File: src/rtl/pc_sequencer.sv
// pc_sequencer: owns the fetch PC, arbitrates jump/branch/register redirects,
// generates pipeline flushes, gates advance for debug stepping and drains on HALT.
module pc_sequencer #(
  parameter int unsigned       NBITS        = 32,
  parameter int unsigned       SELBITS      = 2,
  parameter logic [NBITS-1:0]  RESET_PC     = '0,
  parameter int unsigned       DRAIN_CYCLES = 3
) (
  input  logic               clk,
  input  logic               rst_n,
  input  logic               run_mode,
  input  logic               step,
  input  logic               stall,
  input  logic               halt_id,
  input  logic               jump_id,
  input  logic               jreg_id,
  input  logic               branch_ex,
  input  logic [NBITS-1:0]   branch_addr,
  input  logic [NBITS-1:0]   jump_addr,
  input  logic [NBITS-1:0]   reg_addr,
  output logic [NBITS-1:0]   pc,
  output logic [SELBITS-1:0] sel_addr,
  output logic               redirect,
  output logic               flush_if_id,
  output logic               flush_id_ex,
  output logic               pipe_en,
  output logic               halted
);
  localparam int unsigned CW = $clog2(DRAIN_CYCLES + 1);
  localparam logic [SELBITS-1:0] SEL_JMP  = SELBITS'(0);
  localparam logic [SELBITS-1:0] SEL_BR   = SELBITS'(1);
  localparam logic [SELBITS-1:0] SEL_REG  = SELBITS'(2);
  localparam logic [SELBITS-1:0] SEL_NONE = SELBITS'(3);

  typedef enum logic [1:0] {RUN, DRAIN, HALTED} state_t;

  state_t           state_q, state_d;
  logic [NBITS-1:0] pc_q, pc_d;
  logic [CW-1:0]    cnt_q, cnt_d;
  logic             adv;

  always_ff @(posedge clk) begin
    if (!rst_n) begin
      state_q <= RUN;
      pc_q    <= RESET_PC;
      cnt_q   <= '0;
    end else begin
      state_q <= state_d;
      pc_q    <= pc_d;
      cnt_q   <= cnt_d;
    end
  end

  // Outputs are held quiet while reset is asserted, independent of stored state.
  always_comb begin
    state_d     = state_q;
    pc_d        = pc_q;
    cnt_d       = cnt_q;
    sel_addr    = SEL_NONE;
    flush_if_id = 1'b0;
    flush_id_ex = 1'b0;
    adv         = rst_n && (state_q != HALTED) && (run_mode || step);
    if (adv && state_q == RUN) begin
      if (branch_ex) begin
        sel_addr    = SEL_BR;
        pc_d        = branch_addr;
        flush_if_id = 1'b1;
        flush_id_ex = 1'b1;
      end else if (stall) begin
        pc_d = pc_q;
      end else if (jump_id) begin
        sel_addr    = SEL_JMP;
        pc_d        = jump_addr;
        flush_if_id = 1'b1;
      end else if (jreg_id) begin
        sel_addr    = SEL_REG;
        pc_d        = reg_addr;
        flush_if_id = 1'b1;
      end else if (halt_id) begin
        flush_if_id = 1'b1;
        state_d     = DRAIN;
        cnt_d       = '0;
      end else begin
        pc_d = pc_q + NBITS'(4);
      end
    end else if (adv && state_q == DRAIN) begin
      flush_if_id = 1'b1;
      cnt_d       = cnt_q + CW'(1);
      state_d     = (cnt_q == CW'(DRAIN_CYCLES - 1)) ? HALTED : DRAIN;
    end
  end

  assign pc       = pc_q;
  assign redirect = (sel_addr != SEL_NONE);
  assign pipe_en  = adv;
  assign halted   = rst_n && (state_q == HALTED);
endmodule

File: config.mk
export PLATFORM = sky130hd
export DESIGN_NAME = pc_sequencer
export DESIGN_NICKNAME = d
export VERILOG_FILES = /design/src/rtl/pc_sequencer.sv
export SDC_FILE = /design/constraint.sdc
export NUM_CORES = 1
export LEC_CHECK = 0
export ABC_AREA = 1
export CAP_MARGIN = 0
export CORE_AREA = 2 2 90 92
export DETAILED_ROUTE_END_ITERATION = 10
export DIE_AREA = 0 0 92 94
export HOLD_SLACK_MARGIN = 0.12
export PLACE_DENSITY = 0.75
export SLEW_MARGIN = 20
export SYNTH_ARGS = -nofsm -noshare
export SYNTH_HDL_FRONTEND = slang
export SYNTH_SLANG_ARGS = --single-unit
File: constraint.sdc
create_clock -name clk -period 3.3 [get_ports clk]
set_input_delay 0.66 -clock clk [delete_from_list [all_inputs] [get_ports clk]]
set_output_delay 0.66 -clock clk [all_outputs]
set_load 0.01 [all_outputs]
==> Word-level counts from Yosys, hierarchy flattened <==
Cells that the tools add are included.
W data, S select, Z words.
{ "word_totals": {"ff_bits": 36, "out_inout_bits": 39} }
{ "classes": {"addsub": 2, "eq_ne": 12, "muxes": 34, "reduce_logical": 10} }
{ "op_table": {"columns": ["operator", "count"], "rows": [
  ["$mux W32", 5],
  ["$mux W2", 19],
  ["$add A32 B3 Y32 const B", 1],
  ["$ne A2 B2 Y1 const B", 7],
  ["$mux W1", 10],
  ["$reduce_and A6 Y1", 1],
  ["$logic_and A1 B1 Y1", 5],
  ["$eq A2 B2 Y1 const B", 2],
  ["$ne A4 B1 Y1 const B", 1],
  ["$reduce_and A3 Y1", 1],
  ["$add A2 B1 Y2 const B", 1],
  ["$eq A2 B1 Y1 const B", 1],
  ["$logic_not A2 Y1", 1],
  ["$ne A2 B1 Y1 const B", 1],
  ["$reduce_bool A2 Y1", 1],
  ["$logic_or A1 B1 Y1", 1]
]} }

==> Depth between registers and ports, before layout <==
Gate-level depths: netlist (run 1).
{ "logic_depth": {"ltp_word": 6, "ltp_mapped": 11} }

==> Least setup slack after synthesis (run 1) <==
Ideal clock, no wire load.
{ "synth_path": {"path_kind": "input-to-output", "from": "input rst_n", "to": "output halted", "arrival_time_ns": 1.527, "required_time_ns": 2.640, "path_slack_ns": 1.113, "cell_stages": 4, "n_path_buf": 2, "cell_sequence": "clkbuf_1 -> clkinv_1 -> clkbuf_1 -> nor2_1"} }
{ "synth_via": {"elab_chain_len": 1} }
{ "synth_rtl": {"columns": ["element", "line", "rtl"], "rows": [
  ["from (decl)", "10", "input logic rst_n,"],
  ["$logic_and A1 B1 Y1", "96", "assign halted = rst_n && (state_q == HALTED);"],
  ["to (decl)", "27", "output logic halted"]
]} }
Every way passes these cells.

==> Worst setup path in the final report (run 1) <==
{ "layout_path": {"from": "input rst_n", "to": "output redirect"} }
{ "layout_via": {"elab_chain_len": 5} }
{ "layout_rtl": {"columns": ["element", "line", "rtl"], "rows": [
  ["$logic_and A1 B1 Y1 (2 in series)", "62", "adv = rst_n && (state_q != HALTED) && (run_mode || step);"],
  ["$logic_and A1 B1 Y1", "63", "if (adv && state_q == RUN) begin"],
  ["$mux W2", "63", null],
  ["$ne A2 B2 Y1", "94", "assign redirect = (sel_addr != SEL_NONE);"],
  ["to (decl)", "23", "output logic redirect,"]
]} }
Every way passes these cells.

==> results.json, run 1 <==
{
  "status": "complete, no violations",
  "cts.sinks": 36,
  "grt_setup_unrepaired": "no",
  "syn_area_per_cell_um2": 5.69,
  "fmax_mhz": 320,
  "ir_worst_vdd_v": 0.000173,
  "drtIter0Drc": 122,
  "cts.repair.resized": 0,
  "syn_area_mm2": 0.00296,
  "first_global_vias": 3731,
  "boundaryPins": 144,
  "drc": 0,
  "yosysMostFrequentCell": "nand2_1",
  "async_reset_ff_frac": 0,
  "grt_pass1_wl_um": 17300,
  "ys_seq_area_frac": 0.243,
  "yosysWarnings": 0,
  "numPortBuffers": 143,
  "setup_viol": 0,
  "netlist_top_cells_count": "176 x nand2_1, 65 x nor2_1, 50 x a21oi_1",
  "finalHoldViolCount": 0,
  "dieArea_mm2": 0.00865,
  "path_buf_inv": 3,
  "cpPeakStageDelay_ns": 0.53,
  "finClkSkew_ns": 0.00586,
  "synth_top_cell_area_share": 0.243,
  "dp_hpwl_um": 7950,
  "avgRoutedWirePerCell_um": 13.7,
  "clockBufferDepth": 2,
  "required_ns": 2.64,
  "synth_top_cell_by_area": "dfxtp_1",
  "synth_seq_cells": 36,
  "antenna_cells": 0,
  "die_x_um": 92,
  "cap_violations": 0,
  "place.gp.congestion": 0.940,
  "tightest_slew_ns": 0.401,
  "use_met1": 0.287,
  "postRouteWirelength_um": 10500,
  "syn_to_final_growth_pct": 54.8,
  "slowest_stage": "clkdlybuf4s50_1",
  "hold_class": "register to register",
  "synth_edf_count": 0,
  "timing_worst_setup_path_type": "primary input to output pin",
  "fillers": 772,
  "grt_util_all_layers": 0.242,
  "antenna_found_initial": 0,
  "num_rows": 32,
  "preCtsSetupSlack_ns": 0.186,
  "path_cells": "clkdlybuf4s50_1 > o21ai_1 > nor2_2 > nand2_1 > a21oi_1 > nand2_1 > inv_1 > clkdlybuf4s50_1",
  "postRouteAntennaNets": 0,
  "synth_cell_types": 30,
  "start_util": 0.389,
  "cts_tree": "yes",
  "critical_path_arrival_ns": 2.46,
  "grtUsageMet2": 0.450,
  "endpoint_kind": "output pin",
  "fin_crit_sh": 0.947,
  "post_cts_buffers": 0,
  "grt_overflow": 0,
  "r2r_setup_slack_ns": 1.55,
  "slew_headroom": 0.732,
  "power_density_mw_per_mm2": 275,
  "core_mm2": 0.00761,
  "critPathLaunchType": "primary input",
  "critPathMaxFanout": 4,
  "clock_latency_ns": 0.29,
  "clkTransAtPathRegs_ns": 0.08,
  "cts_root_buf": "clkbuf_8",
  "grt_use_met3": 0.0441,
  "synthesis.nets": 628,
  "cts_hold_buf": 0,
  "hold_slack_ns": 0.476,
  "crit_family": "buffers and inverters",
  "drive_gt1_frac": 0.0577,
  "synth.area.top_cells": "dfxtp_1 24%, nand2_1 22%, a21oi_1 8.4%",
  "viasPerCell": 5.13,
  "drt_pass1_iterations": 4,
  "final_util": 0.603,
  "min_period_ns": 3.12,
  "fin_ws_ns": 0.175,
  "grt_max_degree": 35,
  "h-tree-depth": 2,
  "cts_buffers": 5,
  "nNetsFinal": 765,
  "top_usage_layer": "met2",
  "p_leak_nw": 1.71,
  "syn-instance-count": 521,
  "via_count": 3907,
  "ys.flop_type": "dfxtp_1",
  "die_h_um": 94,
  "finalSetupTns_ns": 0,
  "drv_slew": 0
}
[report_power, final]
part           leakage [nW]  internal (mW)  switching [mW]
Sequential            0.295          0.463          0.0444
Clock                0.0510          0.167           0.174
Combinational          1.36          0.235           0.176
[layout make-up]
type / instances / area [µm²] / share of cell area
multi-input cells: 425 / 2000 / 0.435
repair buffers: 154 / 1510 / 0.330
flip-flops and latches: 36 / 721 / 0.157
inverters: 36 / 135 / 0.0295
well taps: 102 / 128 / 0.0278
clock buffers: 6 / 82.6 / 0.0180
clock inverters: 2 / 10.0 / 0.00218
[metal layers]
| layer | wire (µm) | vias up | part of all wire |
|---|---|---|---|
| met4 | 145 | 0 | 0.014 |
| met1 | 4480 | 1778 | 0.43 |
| met5 | 0 | - | 0 |
| met2 | 5170 | 117 | 0.49 |
| li1 | - | 2001 | - |
| met3 | 662 | 11 | 0.063 |
[sequential cells by signal, indices dropped and copies added, names as in the netlist]
| signal | flops |
|---|---|
| cnt_q | 2 |
| pc | 32 |
| state_q | 2 |
[path summary, 6_finish.rpt]
path,depth (start not counted),start,endpoint
worst max-delay path,8,rst_n,redirect
worst max register to register,8,state_q[1],pc[30]
worst min register to register,2,cnt_q[1],cnt_q[1]
worst min-delay path,2,cnt_q[1],cnt_q[1]
[worst reg2reg max path, cell delays in order (launching register included)]
cell,delay [ns]
dfxtp_1,0.35
nor2_2,0.16
nand2_1,0.09
buf_4,0.16
nor2_4,0.31
inv_2,0.27
nor2_1,0.16
nand2_1,0.06
a21oi_1,0.11
[cells by family after synthesis]
family                     after synthesis  synth area share
AOI/OAI and AO/OA                      120             0.235
xor gates and xnor gates                 5            0.0148
adders and majority gates                2           0.00844
buffers and inverters                   60            0.0832
DFF                                     36             0.243
and+or+nand+nor                        298             0.415
[per-stage QoR]
step,power (mW),std cells,area (µm²)
global placement,0.920,753,4490
finish,1.26,761,4590
detailed placement,0.927,753,4490
CTS,1.27,761,4590
floorplan,0.686,521,2960
global route,1.33,761,4590
[placed cells by master (no fill, tap or decap), drive strengths merged, types with 4 or more instances in the layout]
cell type and n:
dfxtp 36, a221oi 13, nand2 178, buf 11, xor2 4, o21bai 7, nand3 37, clkbuf 6
clkdlybuf4s50 143, nand4 4, o21ai 39, nor2 76, inv 35, a21oi 50
(Power assumes the default switching activity.)
==> run 2, diff against run 1 <==
--- a/config.mk
+++ b/config.mk
@@ -7,11 +7,13 @@
 export LEC_CHECK = 0
 export ABC_AREA = 1
 export CAP_MARGIN = 0
-export CORE_AREA = 2 2 90 92
+export CELL_PAD_IN_SITES_DETAIL_PLACEMENT = 0
+export CELL_PAD_IN_SITES_GLOBAL_PLACEMENT = 1
+export CORE_AREA = 2 2 106 108
 export DETAILED_ROUTE_END_ITERATION = 10
-export DIE_AREA = 0 0 92 94
+export DIE_AREA = 0 0 108 110
 export HOLD_SLACK_MARGIN = 0.12
-export PLACE_DENSITY = 0.75
+export PLACE_DENSITY = 0.83
 export SLEW_MARGIN = 20
 export SYNTH_ARGS = -nofsm -noshare
 export SYNTH_HDL_FRONTEND = slang
==> run 2 against run 1 <==
Against the previous run:
- total power up 1.2%
- cell area up 1.3%
- maximum frequency fell by 0.23%
- global-route usage down 5.1 points
- clock power grew 2%
- sequential share of layout area decreased by 0.19 points
- sequential cell count stayed put
- hold slack got worse by 0.0031 ns
- critical path type unchanged
==> results.json, run 2 (same netlist as run 1, synthesis figures left out) <==
{
  "num_rows": 38,
  "numPortBuffers": 143,
  "place.gp.congestion": 0.834,
  "status": "complete, no violations",
  "cap_violations": 0,
  "cts.repair.resized": 0,
  "clock_latency_ns": 0.29,
  "place_area_mm2": 0.00454,
  "setup_viol": 0,
  "cts_buffers": 5,
  "drive_gt1_frac": 0.0593,
  "min_period_ns": 3.13,
  "hold_slack_ns": 0.473,
  "cts_root_buf": "clkbuf_8",
  "via_count": 3834,
  "grt_max_degree": 35,
  "finalHoldViolCount": 0,
  "core_mm2": 0.0107,
  "tightest_slew_ns": 0.425,
  "dieArea_mm2": 0.0119,
  "layout_commonest_cell": "nand2_1",
  "first_global_vias": 3693,
  "clockBufferDepth": 2,
  "largest_reg_flops": 32,
  "final_cell_mix": "175 x nand2_1, 143 x clkdlybuf4s50_1, 65 x nor2_1, 49 x a21oi_1, 37 x nand3_1",
  "dp_hpwl_um": 8780,
  "cts_hold_buf": 0,
  "fin_ws_ns": 0.168,
  "required_ns": 2.64,
  "slew_headroom": 0.716,
  "die_x_um": 108,
  "cts_tree": "yes",
  "drtIter0Drc": 165,
  "drc": 0,
  "grt_overflow": 0,
  "antenna_cells": 0,
  "boundaryPins": 144,
  "grt_pass1_wl_um": 18000,
  "layoutNonFillerInstCount": 798,
  "clkTransAtPathRegs_ns": 0.07,
  "start_util": 0.277,
  "post_cts_buffers": 0,
  "fin_area_mm2": 0.00464,
  "antenna_found_initial": 0,
  "critPathMaxFanout": 4,
  "syn_to_final_growth_pct": 56.7,
  "drt_pass1_iterations": 4,
  "critical_path_arrival_ns": 2.47,
  "postRouteAntennaNets": 0,
  "finClkSkew_ns": 0.00694,
  "h-tree-depth": 2,
  "hold_class": "register to register",
  "ir_worst_vdd_v": 0.000156,
  "timing_worst_setup_path_type": "primary input to output pin",
  "grt_util_all_layers": 0.191,
  "nNetsFinal": 765,
  "postRouteWirelength_um": 11300,
  "endpoint_kind": "output pin",
  "drv_slew": 0,
  "fin_crit_sh": 0.949,
  "power_density_mw_per_mm2": 274,
  "die_h_um": 110,
  "preCtsSetupSlack_ns": 0.0898,
  "viasPerCell": 4.80,
  "fmax_mhz": 319,
  "avgRoutedWirePerCell_um": 14.2,
  "placed_cells": 791,
  "critPathLaunchType": "primary input",
  "cts.sinks": 36,
  "p_leak_nw": 1.71
}
[run 2: cell types whose count changed in the layout (fill, tap and decap cells not counted), sizes merged]
cell and delta:
clkbuf +1, clkinv -2
[run 2: layout make-up]
| class | instances | area, µm² |
|---|---|---|
| timing repair buffer | 154 | 1510 |
| tap | 140 | 175 |
| inverter | 36 | 135 |
| fill | 1164 | 6050 |
| multi-input combinational | 425 | 2000 |
| sequential | 36 | 721 |
| clock buffer | 7 | 96.3 |
[run 2: critical path: stages]
cell and delay, ns:
clkdlybuf4s50_1 0.47, o21ai_1 0.09, nor2_2 0.17, nand2_2 0.13, a21oi_2 0.20, o21ai_0 0.12, nand2_1 0.08, clkdlybuf4s50_1 0.54
[run 2: final timing paths]
check            from           to  slack (ns)  cells after the start
min          cnt_q[1]     cnt_q[1]        0.47                      2
max             rst_n  flush_if_id        0.17                      8
min reg2reg  cnt_q[1]     cnt_q[1]        0.47                      2
max reg2reg     pc[2]       pc[18]        1.45                     10
[run 2: per-stage QoR]
stage / power [mW] / TNS (ns) / util
4_1_cts: 1.29 / 0 / 0.433
2_1_floorplan: 0.686 / 0 / -
6_report: 1.27 / 0 / 0.434
3_5_place_dp: 0.934 / 0 / 0.424
3_3_place_gp: 0.930 / 0 / 0.424
5_1_grt: 1.35 / -0.00429 / 0.434
[run 2: layer usage]
layer / wire length [µm] / vias to the layer above / GRT usage
li1: - / 1992 / -
met1: 4890 / 1726 / 0.241
met2: 5650 / 112 / 0.339
met3: 705 / 4 / 0.0400
met4: 51 / 0 / 0.0330
met5: 0 / - / 0
[run 2: power by group]
| group | total [mW] | leakage (nW) | internal [mW] | switching (mW) |
|---|---|---|---|---|
| logic | 0.417 | 1.36 | 0.235 | 0.182 |
| clock network | 0.349 | 0.0503 | 0.186 | 0.163 |
| registers | 0.508 | 0.295 | 0.464 | 0.0447 |
| total | 1.27 | 1.71 | 0.885 | 0.390 |
==> run 3, diff against run 2 <==
--- a/config.mk
+++ b/config.mk
@@ -14,6 +14,7 @@
 export DIE_AREA = 0 0 108 110
 export HOLD_SLACK_MARGIN = 0.12
 export PLACE_DENSITY = 0.83
+export RECOVER_POWER = 100
 export SLEW_MARGIN = 20
 export SYNTH_ARGS = -nofsm -noshare
 export SYNTH_HDL_FRONTEND = slang
==> run 3 against run 2 <==
Against the previous run:
- worst setup slack improved by 0.0082 ns
- wire length barely moved
- maximum frequency rose by 0.26%
- sequential cell count did not move
- clock skew fell by 0.00078 ns
- final cell count did not move
- first-iteration DRC count rose by 11%
- clock-buffer cell count did not move
- register-to-register slack got worse by 0.04 ns
- core utilization fell by 0.14 points
- critical path depth fell by 2
- via count barely moved
==> results.json, run 3 (same netlist as run 1, synthesis figures left out) <==
{
  "critical_path_arrival_ns": 2.46,
  "antenna_found_initial": 0,
  "critPathLaunchType": "primary input",
  "crit_family": "buffers and inverters",
  "antenna_cells": 0,
  "die_h_um": 110,
  "finalSetupTns_ns": 0,
  "avgRoutedWirePerCell_um": 14.2,
  "slew_headroom": 0.480,
  "path_cells": "clkdlybuf4s50_1 > inv_2 > buf_2 > nor2_1 > a31oi_1 > clkdlybuf4s50_1",
  "p_sw_uw": 389,
  "path_buf_inv": 4,
  "place.gp.congestion": 0.834,
  "hold_class": "register to register",
  "status": "complete, no violations",
  "drt_pass1_iterations": 5,
  "fin_area_mm2": 0.00463,
  "finalHoldViolCount": 0,
  "cap_violations": 0,
  "power_density_mw_per_mm2": 272,
  "critPathMaxFanout": 18,
  "largest_reg_flops": 32,
  "required_ns": 2.64,
  "min_period_ns": 3.12,
  "p_int_uw": 872,
  "fin_crit_sh": 0.947,
  "syn_to_final_growth_pct": 56.2,
  "drc": 0,
  "via_count": 3837,
  "clkTransAtPathRegs_ns": 0.07,
  "grt_setup_unrepaired": "no",
  "cpPeakStageDelay_ns": 0.56,
  "drive_gt1_frac": 0.0562,
  "placed_cells": 791,
  "p_leak_nw": 1.80,
  "grt_max_degree": 35,
  "cpMostUsedCell": "clkdlybuf4s50_1",
  "post_cts_buffers": 0,
  "p_sw_frac": 0.309,
  "boundaryPins": 144,
  "cts_buffers": 5,
  "ir_worst_vdd_v": 0.000154,
  "cts_tree": "yes",
  "setup_viol": 0,
  "power_frac_seq": 0.402,
  "drtIter0Drc": 183,
  "layoutNonFillerInstCount": 798,
  "grt_util_all_layers": 0.191,
  "grt_pass1_wl_um": 18000,
  "fmax_mhz": 320,
  "viasPerCell": 4.81,
  "p_clk_frac": 0.278,
  "first_global_vias": 3693,
  "postRouteWirelength_um": 11300,
  "clockBufferDepth": 2,
  "cts_root_buf": "clkbuf_8",
  "layout_commonest_cell": "nand2_1",
  "grt_overflow": 0,
  "dieArea_mm2": 0.0119,
  "finClkSkew_ns": 0.00615,
  "combPwrFrac": 0.319,
  "tightest_slew_ns": 0.779,
  "endpoint_kind": "output pin",
  "timing_worst_setup_path_type": "primary input to output pin",
  "place_area_mm2": 0.00454,
  "numPortBuffers": 143,
  "die_x_um": 108,
  "start_util": 0.277,
  "core_mm2": 0.0107,
  "nNetsFinal": 765,
  "clock_latency_ns": 0.29,
  "drv_slew": 0,
  "final_cell_mix": "175 x nand2_1, 107 x clkdlybuf4s50_1, 66 x nor2_1, 49 x a21oi_1",
  "num_rows": 38,
  "postRouteAntennaNets": 0,
  "dp_hpwl_um": 8780,
  "cts.sinks": 36,
  "slowest_stage": "clkdlybuf4s50_1",
  "h-tree-depth": 2
}
[run 3: cell types whose count changed in the layout (fill, tap and decap cells not counted)]
| cell | delta |
|---|---|
| clkdlybuf4s50_1 | -36 |
| dlygate4sd3_1 | +36 |
| buf_4 | -3 |
| o21ai_0 | +3 |
| o21ai_1 | -3 |
| clkbuf_2 | +2 |
| buf_2 | +1 |
| inv_1 | +1 |
| inv_2 | -1 |
| nor2_1 | +1 |
| nor2_4 | -1 |
[run 3: power groups by stage]
stage                     combinational [mW]  clock, mW  sequential, mW
after floorplan                        0.167          0           0.519
after global placement                 0.412          0           0.517
after detailed placement               0.417          0           0.517
after CTS                              0.420      0.366           0.508
after global routing                   0.446      0.379           0.513
final                                  0.403      0.351           0.507
[run 3: timing repair]
action,4_1_cts,5_1_grt
endpoints found under the setup margin,0,2
hold buffers,0,0
resized for setup,0,2
[run 3: final timing paths]
kind | startpoint | end | slack (ns) | cells past startpoint
max reg2reg | state_q[1] | pc[4] | 1.41 | 7
max | branch_ex | sel_addr[1] | 0.18 | 6
min reg2reg | cnt_q[1] | cnt_q[1] | 0.47 | 2
min | cnt_q[1] | cnt_q[1] | 0.47 | 2
[run 3: per-layer routing]
| layer | wire (µm) | up-vias | global-route usage |
|---|---|---|---|
| met5 | 0 | - | 0 |
| met4 | 51 | 0 | 0.0330 |
| met3 | 716 | 4 | 0.0400 |
| met2 | 5610 | 109 | 0.339 |
| met1 | 4930 | 1731 | 0.241 |
| li1 | - | 1993 | - |
[run 3: area by class of cell]
| type | count | area (µm²) |
|---|---|---|
| fill | 1167 | 6070 |
| multi-input combinational | 425 | 1990 |
| timing repair buffer | 154 | 1510 |
| sequential | 36 | 721 |
| tap | 140 | 175 |
| inverter | 36 | 135 |
| clock buffer | 7 | 96.3 |
[run 3: metrics by stage]
stage,util,setup slack (ns),hold slack [ns],power (mW)
final,0.433,0.176,0.472,1.26
after global placement,0.424,0.121,0.455,0.930
after detailed placement,0.424,0.0898,0.464,0.934
after global routing,0.433,0.0225,0.489,1.34
after floorplan,-,1.11,0.444,0.686
after CTS,0.433,0.0787,0.478,1.29
[run 3: tightest hold or removal path, delay by kind of cell, from the launching register on]
family             cells  cell delay (ns)
AOI/OAI and AO/OA      1             0.05
DFF                    1             0.32
and+or+nand+nor        1             0.06
==> RTL change (config.mk and constraints of run 1) <==
Re-encode `state_t` (3 states) as one-hot, 3 bits wide.
--- a/src/rtl/pc_sequencer.sv
+++ b/src/rtl/pc_sequencer.sv
@@ -32,7 +32,7 @@
   localparam logic [SELBITS-1:0] SEL_REG  = SELBITS'(2);
   localparam logic [SELBITS-1:0] SEL_NONE = SELBITS'(3);
 
-  typedef enum logic [1:0] {RUN, DRAIN, HALTED} state_t;
+  typedef enum logic [2:0] {RUN = 3'b001, DRAIN = 3'b010, HALTED = 3'b100} state_t;
 
   state_t           state_q, state_d;
   logic [NBITS-1:0] pc_q, pc_d;
Function: same outputs for any inputs over 10 cycles, from zero or initial values and one cycle with rst_n low; not proved beyond that.
==> RTL change against run 1 <==
Worst hold slack improved by 1.4 ps; total power rose by 3.0%; cell area increased by 0.63%; setup slack gained 68 ps; wire length up 1.7%; sequential cell count up 1; synthesized area is 1.6% higher; combinational power grew 2%; critical endpoint is now sel_addr[0]; largest cell class unchanged; highest routed layer unchanged.
==> RTL change: results (changes against run 1) <==
stage	metric	value	unit	change
critical_path	r2r_slack	1400	ps	-150 ps
yosys	synth_top_cells_by_count	nand2_1 (149), nor2_1 (75), a21oi_1 (43), dfxtp_1 (37), nand3_1 (32)		
global_route	grt_pass1_vias	3736		+0.13%
drt	dr.max_layer_used	met4		
placement	placedCellCount	736		-2.3%
critical_path	r2r_cells	9		+1
drt	dr.pass1.iters	7		+3
yosys	synth_fp_nets	613		-2.4%
final_layout	clock_buffers	7		+1
final_layout	buffers_excl_clock	153		-0.65%
yosys	synth_xor_area_share	1.75	%	+0.27 points
sta	holdWs	477	ps	+1.40 ps
drt	vias_per_cell	5.13		about the same
final_layout	fin_nets	748		-2.2%
final_layout	multi_input_area_share	43.7	%	+0.14 points
final_layout	clock_tree_area_fraction	2.20	%	+0.18 points
pwr	ir_drop	0.000176	V	+1.9%
final_layout	multi_input_cells	411		-3.3%
critical_path	max_stage_delay	580	ps	+50 ps
yosys	synth_fa_ha_area_share	0.832	%	-0.013 points
pwr	p_leak	1.67	nW	-2.0%
final_layout	nNonClkInverters	33		-8.3%
critical_path	arrival	2400	ps	-60 ps
critical_path	r2r_start	pc[3]		
min_path	worstHoldStart	pc[1]		
placement	postPlaceCellArea	0.00451	mm²	+0.45%
final_layout	bufAreaShareNonClock	32.6	%	-0.37 points
final_layout	largest_reg_flops	32		unchanged
drt	wl_met3	563	µm	-15%
final_layout	final_layout_size_suffix_gt1_share	6.54	%	+0.78 points
sta	finalClockSkew	4.83	ps	-1.03 ps
placement	place_ws	251	ps	+64.9 ps
critical_path	reg2reg_to	pc[16]		
run_status	outcome	finished clean		
drt	drt-initial-drc-count	159		+30%
global_route	grt_util_all_layers	24.6	%	+0.44 points
yosys	syn_area_per_cell	5.95	µm²	+4.6%
global_route	grt_pass1_wl	17.3	mm	+0.56%
yosys	synth-seq-area-share	24.6	%	+0.29 points
final_layout	fin_area	0.00461	mm²	+0.63%
global_route	grt_max_degree	34		-2.9%
yosys	synth_compound_area_share	26.1	%	+2.5 points
drt	wl_met2	5.02	mm	-3.0%
drt	wl_met1	4.83	mm	+8.0%
final_layout	nFillCells	731		-5.3%
drt	routed-via-count	3818		-2.3%
placement	hpwlAfterDp	8.14	mm	+2.4%
yosys	synthTopCellsByArea	dfxtp_1 (25%), nand2_1 (19%), nor2_1 (9.4%)		
critical_path	critPathMaxFanout	25		+21
placement	gp_congestion	0.922		-1.9%
drt	wl	10.6	mm	+1.7%
yosys	synth_cell_types	31		+3.3%
min_path	min_to	pc[1]		
final_layout	seqCellArea	741	µm²	+2.8%
[RTL change: worst max path at each step]
stage / start / slack (ps) / end / depth (start not counted)
2_1_floorplan: jump_id / 1250 / flush_if_id / 7
3_3_place_gp: jump_id / 270 / sel_addr[0] / 6
3_5_place_dp: jump_id / 250 / sel_addr[0] / 6
4_1_cts: jump_id / 240 / sel_addr[0] / 6
5_1_grt: rst_n / 140 / redirect / 8
6_report: jump_id / 240 / sel_addr[0] / 6
[RTL change: per-layer routing]
layer | vias up | global-route usage [%]
met5 | - | 0
met3 | 17 | 3.45
met1 | 1712 | 31.9
met2 | 129 | 41.7
met4 | 0 | 9.20
li1 | 1960 | -
[RTL change: tightest hold or removal path, cell delays in order, from the launching register on]
cell	delay (ps)
dfxtp_1	320
nand2_1	60
a21oi_1	50
[RTL change: report_power, final]
group	total, W	internal [W]	switching (W)
clock network	0.000359	0.000189	0.000170
logic	0.000417	0.000239	0.000178
registers	0.000522	0.000476	0.0000457
total	0.00130	0.000904	0.000393
